**config.mk**
```make
export PLATFORM = sky130hd
export DESIGN_NAME = hazard_scoreboard
export DESIGN_NICKNAME = d
export VERILOG_FILES = /design/src/rtl/hazard_scoreboard.sv
export SDC_FILE = /design/constraint.sdc
export NUM_CORES = 1
export LEC_CHECK = 0
export CAP_MARGIN = 20
export CELL_PAD_IN_SITES_DETAIL_PLACEMENT = 0
export CELL_PAD_IN_SITES_GLOBAL_PLACEMENT = 2
export CORE_ASPECT_RATIO = 1.75
export CORE_MARGIN = 2
export CORE_UTILIZATION = 30
export DETAILED_ROUTE_END_ITERATION = 8
export PLACE_DENSITY_LB_ADDON = 0.1
export SYNTH_ARGS = -nofsm -noshare
export SYNTH_HDL_FRONTEND = slang
export SYNTH_SLANG_ARGS = --single-unit
```
**constraint.sdc**
```tcl
create_clock -name clk -period 8.14 [get_ports clk]
set_clock_uncertainty 0.05 [all_clocks]
set_input_delay 1.628 -clock clk [delete_from_list [all_inputs] [get_ports clk]]
set_output_delay 1.628 -clock clk [all_outputs]
set_load 0.02 [all_outputs]
```
**src/rtl/hazard_scoreboard.sv**
```systemverilog
// Register hazard scoreboard: tracks pending long-latency writes, selects
// operand forwarding sources, and raises stall plus stall statistics.
module hazard_scoreboard #(
  parameter int unsigned NSRC    = 2,
  parameter int unsigned REG_W   = 5,
  parameter int unsigned TIMEOUT = 255,
  localparam int unsigned SEL_W  = $clog2(NSRC + 2)
) (
  input  logic                    clk,
  input  logic                    rst,
  input  logic [REG_W-1:0]        rs1_de,
  input  logic [REG_W-1:0]        rs2_de,
  input  logic                    use_rs1,
  input  logic                    use_rs2,
  input  logic                    issue_valid,
  input  logic                    issue_long,
  input  logic [REG_W-1:0]        issue_rd,
  input  logic [NSRC-1:0]         byp_valid,
  input  logic [NSRC-1:0]         byp_wr,
  input  logic [NSRC*REG_W-1:0]   byp_rd,
  input  logic                    wbl_valid,
  input  logic [REG_W-1:0]        wbl_rd,
  output logic [SEL_W-1:0]        fwd_sel1,
  output logic [SEL_W-1:0]        fwd_sel2,
  output logic                    stall,
  output logic [REG_W:0]          pend_cnt,
  output logic [15:0]             stall_cycles,
  output logic                    timeout_err
);

  localparam int unsigned NREGS = 2 ** REG_W;
  localparam int unsigned EP_W  = $clog2(TIMEOUT + 2);

  typedef enum logic {RUN = 1'b0, STALL = 1'b1} state_t;

  state_t            state;
  logic [NREGS-1:0]  pending;
  logic [NREGS-1:0]  pend_nxt;
  logic [REG_W:0]    pend_cnt_nxt;
  logic [EP_W-1:0]   ep_cnt;
  logic              hz1;
  logic              hz2;
  logic              wbl_hit1;
  logic              wbl_hit2;

  // Forwarding select: youngest matching bypass wins, then the completion port.
  always_comb begin
    fwd_sel1 = '0;
    fwd_sel2 = '0;
    if (use_rs1 && rs1_de != '0) begin
      if (wbl_valid && wbl_rd == rs1_de) fwd_sel1 = SEL_W'(NSRC + 1);
      for (int k = int'(NSRC) - 1; k >= 0; k--) begin
        if (byp_valid[k] && byp_wr[k] && byp_rd[k*REG_W +: REG_W] == rs1_de)
          fwd_sel1 = SEL_W'(k + 1);
      end
    end
    if (use_rs2 && rs2_de != '0) begin
      if (wbl_valid && wbl_rd == rs2_de) fwd_sel2 = SEL_W'(NSRC + 1);
      for (int k = int'(NSRC) - 1; k >= 0; k--) begin
        if (byp_valid[k] && byp_wr[k] && byp_rd[k*REG_W +: REG_W] == rs2_de)
          fwd_sel2 = SEL_W'(k + 1);
      end
    end
  end

  // Stall on a pending source unless the long write completes this cycle;
  // bypass matches are older than the pending write and cannot resolve it.
  always_comb begin
    wbl_hit1 = wbl_valid && (wbl_rd == rs1_de);
    wbl_hit2 = wbl_valid && (wbl_rd == rs2_de);
    hz1      = use_rs1 && (rs1_de != '0) && pending[rs1_de] && !wbl_hit1;
    hz2      = use_rs2 && (rs2_de != '0) && pending[rs2_de] && !wbl_hit2;
    stall    = hz1 || hz2;
  end

  // Next pending vector: completion clears, issue sets (set wins), x0 never pending.
  always_comb begin
    pend_nxt = pending;
    if (wbl_valid) pend_nxt[wbl_rd] = 1'b0;
    if (issue_valid && !stall && issue_long && issue_rd != '0)
      pend_nxt[issue_rd] = 1'b1;
    pend_nxt[0] = 1'b0;
    pend_cnt_nxt = '0;
    for (int i = 0; i < int'(NREGS); i++) begin
      pend_cnt_nxt = pend_cnt_nxt + (REG_W+1)'(pend_nxt[i]);
    end
  end

  // Pending bits and their registered popcount.
  always_ff @(posedge clk) begin
    if (rst) begin
      pending  <= '0;
      pend_cnt <= '0;
    end else begin
      pending  <= pend_nxt;
      pend_cnt <= pend_cnt_nxt;
    end
  end

  // RUN/STALL episode tracking, total stall counter and sticky timeout flag.
  always_ff @(posedge clk) begin
    if (rst) begin
      state        <= RUN;
      ep_cnt       <= '0;
      stall_cycles <= '0;
      timeout_err  <= 1'b0;
    end else begin
      if (stall && stall_cycles != 16'hFFFF) stall_cycles <= stall_cycles + 16'd1;
      case (state)
        RUN: begin
          ep_cnt <= '0;
          if (stall) state <= STALL;
        end
        STALL: begin
          if (stall) begin
            if (ep_cnt != EP_W'(TIMEOUT)) ep_cnt <= ep_cnt + EP_W'(1);
            if (({1'b0, ep_cnt} + (EP_W+1)'(1)) >= (EP_W+1)'(TIMEOUT))
              timeout_err <= 1'b1;
          end else begin
            state  <= RUN;
            ep_cnt <= '0;
          end
        end
        default: begin
          state  <= RUN;
          ep_cnt <= '0;
        end
      endcase
    end
  end

endmodule
```
==> metrics.txt, run 1 <==
I/O Buffers roughly 70; Syn-to-layout area delta 40.4%; die area 16900 µm²; cts bufs inserted 9; Startpoint Class input port; largest net degree at the start of global routing 75; Slew @ Worst Pin between 0.7 and 0.8 ns; Max VDD drop 0.115 mV; syn avg cell area 8.78 µm²; CP arrival roughly 8.1 ns; delay-heaviest family, CP adder cells; Initial Utilization about 31%; Ys Warns 0; Vert. Die Dim 171 µm; worst r2r path cells 25; P_leak about 2.7 nW; Final period util 97.7%; drt drc 0; CP Data Required Time just over 8 ns; hold_sp timeout_err; initial antenna violation count 0; final WL 16.4 mm; Clk Tree Root Cell clkbuf_16; Synth cell types 52; Hold Vio Cnt, Final 0; max-slew violations 0; Max Cap Viol 0; CORE AREA 15500 µm²; Worst setup EP type flop; CTS tree yes; Layout Nets 748; first-pass GRT wire length 25.4 mm; Routed WL per cell 19.0 µm; Total Power 0.891 mW; FF+latch count, synth 64; worst hold path cell count 2; dpl hpwl 12.9 mm; FFs w/ async S/R, synth 0%; IO Pins between 60 and 70; setup violators final 0; Crit Path Category input port to flop; FF-to-FF setup slack 1.40 ns; Clk Latency, worst-skew pair 0.34 ns; worst path bufs/invs 7; number of global-route vias before repair between 4000 and 5000; vias per inst between 5 and 6; initial DRC count 168; commonest non-fill, non-tap cell in the layout buf_4; synthesized instance count 542; crit-path most repeated cell fa_1; GP Congestion about 0.94; Clock Pin Slew Worst Setup and Hold Paths 0.05 ns; top_reg_cell synth dfxtp_1; antenna diode count 0; CP max stage delay 0.57 ns; Overflow after GRT 0; hold worst-path end timeout_err; Rel. slew slack 50.6%; via count around 4600; run status complete, no violations; die width 99.2 µm; Hold Crit Class flop to flop; Achievable Freq 126 MHz; fillers 1614; Crit Path Max Fanout 5; CP max-delay cell fa_1; Post-synth EDFFs 0; power density over cell area 133 nW/µm²; Longest Clk Path Bufs 2; H-tree level count 3; most frequent cells in the layout buf_4, dfxtp_1, clkdlybuf4s50_1; Initial DRT Pass Iterations 4; Num Clock Sinks 64; Post-DRT Antenna Nets 0; Post-Syn Nets 617; synthesized area 4760 µm²; setup TNS 0 ns; layout cells sized above 1 24.5%; launch instance of the worst register-to-register path pending[22]; All-Layer GR Usage 19.7%; worst r2r dst pend_cnt[4]; sequential-to-total area share from yosys stat 26.9%; num rows 60; unrepaired setup endpoints after global routing yes; minimum period implied by the final worst setup slack 7.95 ns
metrics by stage:
| step | util, % | cell area, µm² | setup slack, ns | cells | hold slack, ns |
|---|---|---|---|---|---|
| finish | 43.2 | 6680 | 0.186 | 864 | 0.442 |
| global route | 43.2 | 6680 | -0.0581 | 864 | 0.470 |
| CTS | 42.0 | 6500 | 0.0604 | 853 | 0.450 |
| detailed placement | 39.1 | 6040 | -0.834 | 830 | 0.441 |
| global placement | 39.1 | 6040 | -0.792 | 830 | 0.414 |
| floorplan | - | 4760 | 0.115 | 542 | 0.425 |
state kept, by name, summed over array words and instances, names as in the netlist:
name,cells
pending,31
stall_cycles,16
ep_cnt,9
pend_cnt,6
state,1
timeout_err,1
layout make-up:
type / instances / area (µm²) / area share (%)
Clock buffer: 9 / 225 / 3.37
Inverter: 29 / 109 / 1.63
Tap cell: 186 / 233 / 3.48
Sequential cell: 64 / 1280 / 19.2
Clock inverter: 7 / 96.3 / 1.44
Multi-Input combinational cell: 414 / 3300 / 49.4
Timing Repair Buffer: 155 / 1440 / 21.5
logic make-up after synthesis:
logic type	after synthesis	share of synthesized area (%)
mux	31	9.78
simple gates	182	20.7
compound gates	125	15.9
fa+ha+maj	34	12.6
buf+inv	64	6.36
xor+xnor	42	7.73
flops	64	26.9
timing repair:
| action | in CTS | in global routing |
|---|---|---|
| buffers inserted | 9 | 12 |
| setup endpoints to repair | 5 | 3 |
| hold buffers | 0 | 0 |
| pin swaps | 22 | 23 |
| resized for setup | 26 | 36 |
| hold endpoints to repair | 0 | 0 |
| gates cloned | 1 | 0 |
report_power, final:
group | internal, mW | total, mW | switching, mW
Combinational | 0.0780 | 0.158 | 0.0804
Sequential | 0.317 | 0.319 | 0.00237
Clock | 0.268 | 0.414 | 0.146
Total | 0.662 | 0.891 | 0.229
cell usage after synthesis (all sizes together), types with 14 or more instances:
cell type	count	share of area, %
buf	17	2.7
a21oi	15	1.6
clkbuf	18	1.4
nor3	14	1.5
nor2b	16	2.1
inv	29	2.3
nor2	43	3.4
o21ai	50	5.3
nand3	25	2.6
fa	23	9.7
nand2	18	1.4
dfxtp	64	27
xor2	26	4.8
xnor2	16	2.9
o22ai	29	3.8
mux2	14	3.3
tightest hold or removal path: cells and delay by family, from the launching register on:
kind | cells | cell delay, ns
AOI/OAI and AO/OA | 1 | 0.07
buffers and inverters | 1 | 0.05
DFF | 1 | 0.31
worst max-delay path by stage:
stage,end,from,slack [ns],cells after the start
after floorplan,pend_cnt[4],rs1_de[0],0.12,25
after global placement,pend_cnt[4],rs1_de[0],-0.79,27
after detailed placement,pend_cnt[4],rs1_de[0],-0.83,27
after CTS,pend_cnt[4],rs1_de[1],0.06,28
after global routing,pend_cnt[4],wbl_rd[4],-0.06,26
final,pend_cnt[4],wbl_rd[4],0.19,26
per-layer routing:
| layer | vias up | share of wire (%) | track usage [%] |
|---|---|---|---|
| met3 | 36 | 2.9 | 2.66 |
| met1 | 2207 | 33 | 18.2 |
| met5 | - | 0 | 0 |
| met4 | 0 | 4.9 | 9.23 |
| met2 | 114 | 59 | 40.6 |
| li1 | 2205 | - | - |
Power figures use the tool's default switching activity.
==> run 2: changes to the inputs <==
- ABC_AREA: unset -> 1
- CAP_MARGIN: 20 -> unset
- CORE_UTILIZATION: 30 -> 28
- RECOVER_POWER: unset -> 50
==> run 2 against run 1 <==
  * Die area is 25% higher
  * Cell count increased by 47%
  * Critical path depth grew 6
  * Largest cell class unchanged
  * Power grew 40%
  * Critical path type unchanged
  * Combinational power grew to 3.5 times the previous value
  * Largest power group is now combinational logic
  * First-iteration DRC count up 99%
  * Via count rose by 37%
==> metrics.txt, run 2 <==
synthesized instance count 880 (+62%); Crit Path Max Fanout 8 (+3); Slew @ Worst Pin 0.656 ns (-0.0857 ns); Max VDD drop 0.107 mV (-6.5%); Longest Clk Path Bufs 2 (unchanged); cts bufs inserted 9 (unchanged); Largest register FFs 31 (unchanged); placed cell count 1255 (+51%); most frequent cells in the layout nand2_1, inv_1, nor2_1; Hold Vio Cnt, Final 0 (unchanged); die area 21200 µm² (+25%); CTS tree yes; syn avg cell area 6.37 µm² (-27%); via count 6265 (+37%); worst r2r path cells 31 (+24%); Area after DPL 7170 µm² (+19%); fillers 2133 (+32%); crit-path most repeated cell fa_1; FF+latch count, synth 64 (unchanged); unrepaired setup endpoints after global routing no; P_leak 3.57 nW (+33%); Area contributors post-synth dfxtp_1, nand2_1, inv_1, fa_1, nand3_1; Routed WL per cell 18.0 µm (-4.9%); area share of the largest cell type after synthesis 22.8% (-4.1 points); Initial DRT Pass Iterations 5 (+1); H-tree level count 3 (unchanged); Post-synth EDFFs 0 (unchanged); fin area 7530 µm² (+13%); vias per inst 4.92 (-6.8%); layout cells sized above 1 16.1% (-8.3 points); commonest non-fill, non-tap cell in the layout nand2_1; Startpoint Class input port; dpl hpwl 19.1 mm (+48%); Clock Pin Slew Worst Setup and Hold Paths 0.05 ns (about the same); critical path depth in cells 32 (+23%); max-slew violations 0 (unchanged); Synth cell types 41 (-21%); CP max stage delay 0.57 ns (about the same); top flop regs pending x31, stall_cycles x16, ep_cnt x9; IO Pins 69 (unchanged); CP arrival 7.89 ns (-0.21 ns); Syn-to-layout area delta 34.3%; Vert. Die Dim 191 µm (+12%); GP Congestion 0.943 (about the same); CP Data Required Time 8.32 ns (+0.04 ns); num rows 68 (+13%); Achievable Freq 130 MHz (+3.2%); Post-synth top cells nand2_1, inv_1, nor2_1; final WL 23.0 mm (+40%); All-Layer GR Usage 22.0% (+2.3 points); Total Power 1.25 mW (+40%); post-route insts no fill 1273 (+47%); die width 111 µm (+12%); Hold Crit Class flop to flop; worst hold path cell count 2 (unchanged); Ys Warns 0 (unchanged); synthesized area 5610 µm² (+18%); Max Cap Viol 0 (unchanged); worst path bufs/invs 11 (+4); Final period util 94.7% (-3.0 points); Overflow after GRT 0 (unchanged); I/O Buffers 68 (unchanged); setup ws final 0.432 ns (+0.246 ns); Crit Path Category input port to flop; number of global-route vias before repair 6626 (+40%); Post-Syn Nets 955 (+55%); drt drc 0 (unchanged); Rel. slew slack 56.3% (+5.7 points); first-pass GRT wire length 35.7 mm (+41%); Worst setup EP type flop; run status complete, no violations; minimum period implied by the final worst setup slack 7.71 ns (-0.246 ns); FFs w/ async S/R, synth 0% (unchanged); largest net degree at the start of global routing 52 (-31%); initial antenna violation count 0 (unchanged); Post-DRT Antenna Nets 0 (unchanged); most flop-heavy register pending; sequential-to-total area share from yosys stat 22.8% (-4.1 points); area leader, netlist dfxtp_1; initial DRC count 334 (+99%); top_reg_cell synth dfxtp_1; most frequent cell after synthesis nand2_1; Initial Utilization 28.5% (-2.2 points); CP max-delay cell fa_1; setup violators final 0 (unchanged); setup slack at placement -0.302 ns (+0.533 ns); CORE AREA 19700 µm² (+27%); Num Clock Sinks 64 (unchanged); delay-heaviest family, CP adder cells; antenna diode count 0 (unchanged); Clk Tree Root Cell clkbuf_16; Layout Nets 1099 (+47%); Clk Latency, worst-skew pair 0.34 ns (about the same); power density over cell area 166 nW/µm² (+24%)
run 2: where the power goes:
| group | switching, mW | internal [mW] | leakage, nW |
|---|---|---|---|
| registers | 0.00805 | 0.331 | 0.519 |
| clock network | 0.140 | 0.218 | 0.141 |
| logic | 0.322 | 0.230 | 2.91 |
| total | 0.470 | 0.780 | 3.57 |
run 2: metal layers:
metal	wire [µm]	track usage, %	vias up
met5	0	0	-
met4	1980	18.0	0
met3	683	2.50	83
met2	12800	44.2	186
met1	7550	19.1	2877
li1	-	-	3119
run 2: worst paths after layout:
check | start | endpoint | slack [ns]
worst max-delay path | wbl_rd[4] | pend_cnt[4] | 0.43
worst min-delay path | timeout_err | timeout_err | 0.41
worst max register to register | pending[26] | pend_cnt[4] | 1.85
worst min register to register | timeout_err | timeout_err | 0.41
run 2: area by class of cell:
cell class	instances	area [µm²]	area share (%)
Multi-Input combinational cell	635	3590	47.7
Inverter	144	546	7.24
Clock buffer	11	253	3.36
Tap cell	245	307	4.07
Clock inverter	4	20.0	0.266
Timing Repair Buffer	170	1530	20.3
Sequential cell	64	1280	17.0
run 2: tightest hold or removal path: stages (launching register included):
cell     delay (ns)
dfxtp_1        0.30
nand2_1        0.06
nand2_1        0.05
run 2: cell families (layout without fill, tap and decap cells):
logic type / Yosys count / after routing / share of synthesized area (%)
AO/OA/AOI/OAI: 118 / 118 / 11.6
AND/OR/NAND/NOR: 459 / 459 / 37.6
XOR/XNOR: 24 / 24 / 3.75
flip-flops: 64 / 64 / 22.8
adder cells (fa/ha/maj): 34 / 34 / 10.7
buffers and inverters: 181 / 329 / 13.5
run 2: repair_timing:
action,in CTS,in global routing
resized for setup,0,27
hold endpoints to repair,0,0
hold buffers,0,0
setup endpoints to repair,0,4
setup buffers,0,3
run 2: through the flow:
stage                     hold WS [ns]  TNS [ns]  util, %
final                            0.410         0     38.3
after global routing             0.438         0     38.3
after CTS                        0.414         0     37.8
after detailed placement         0.402    -0.973     36.5
after global placement           0.394    -0.861     36.5
after floorplan                  0.416         0        -
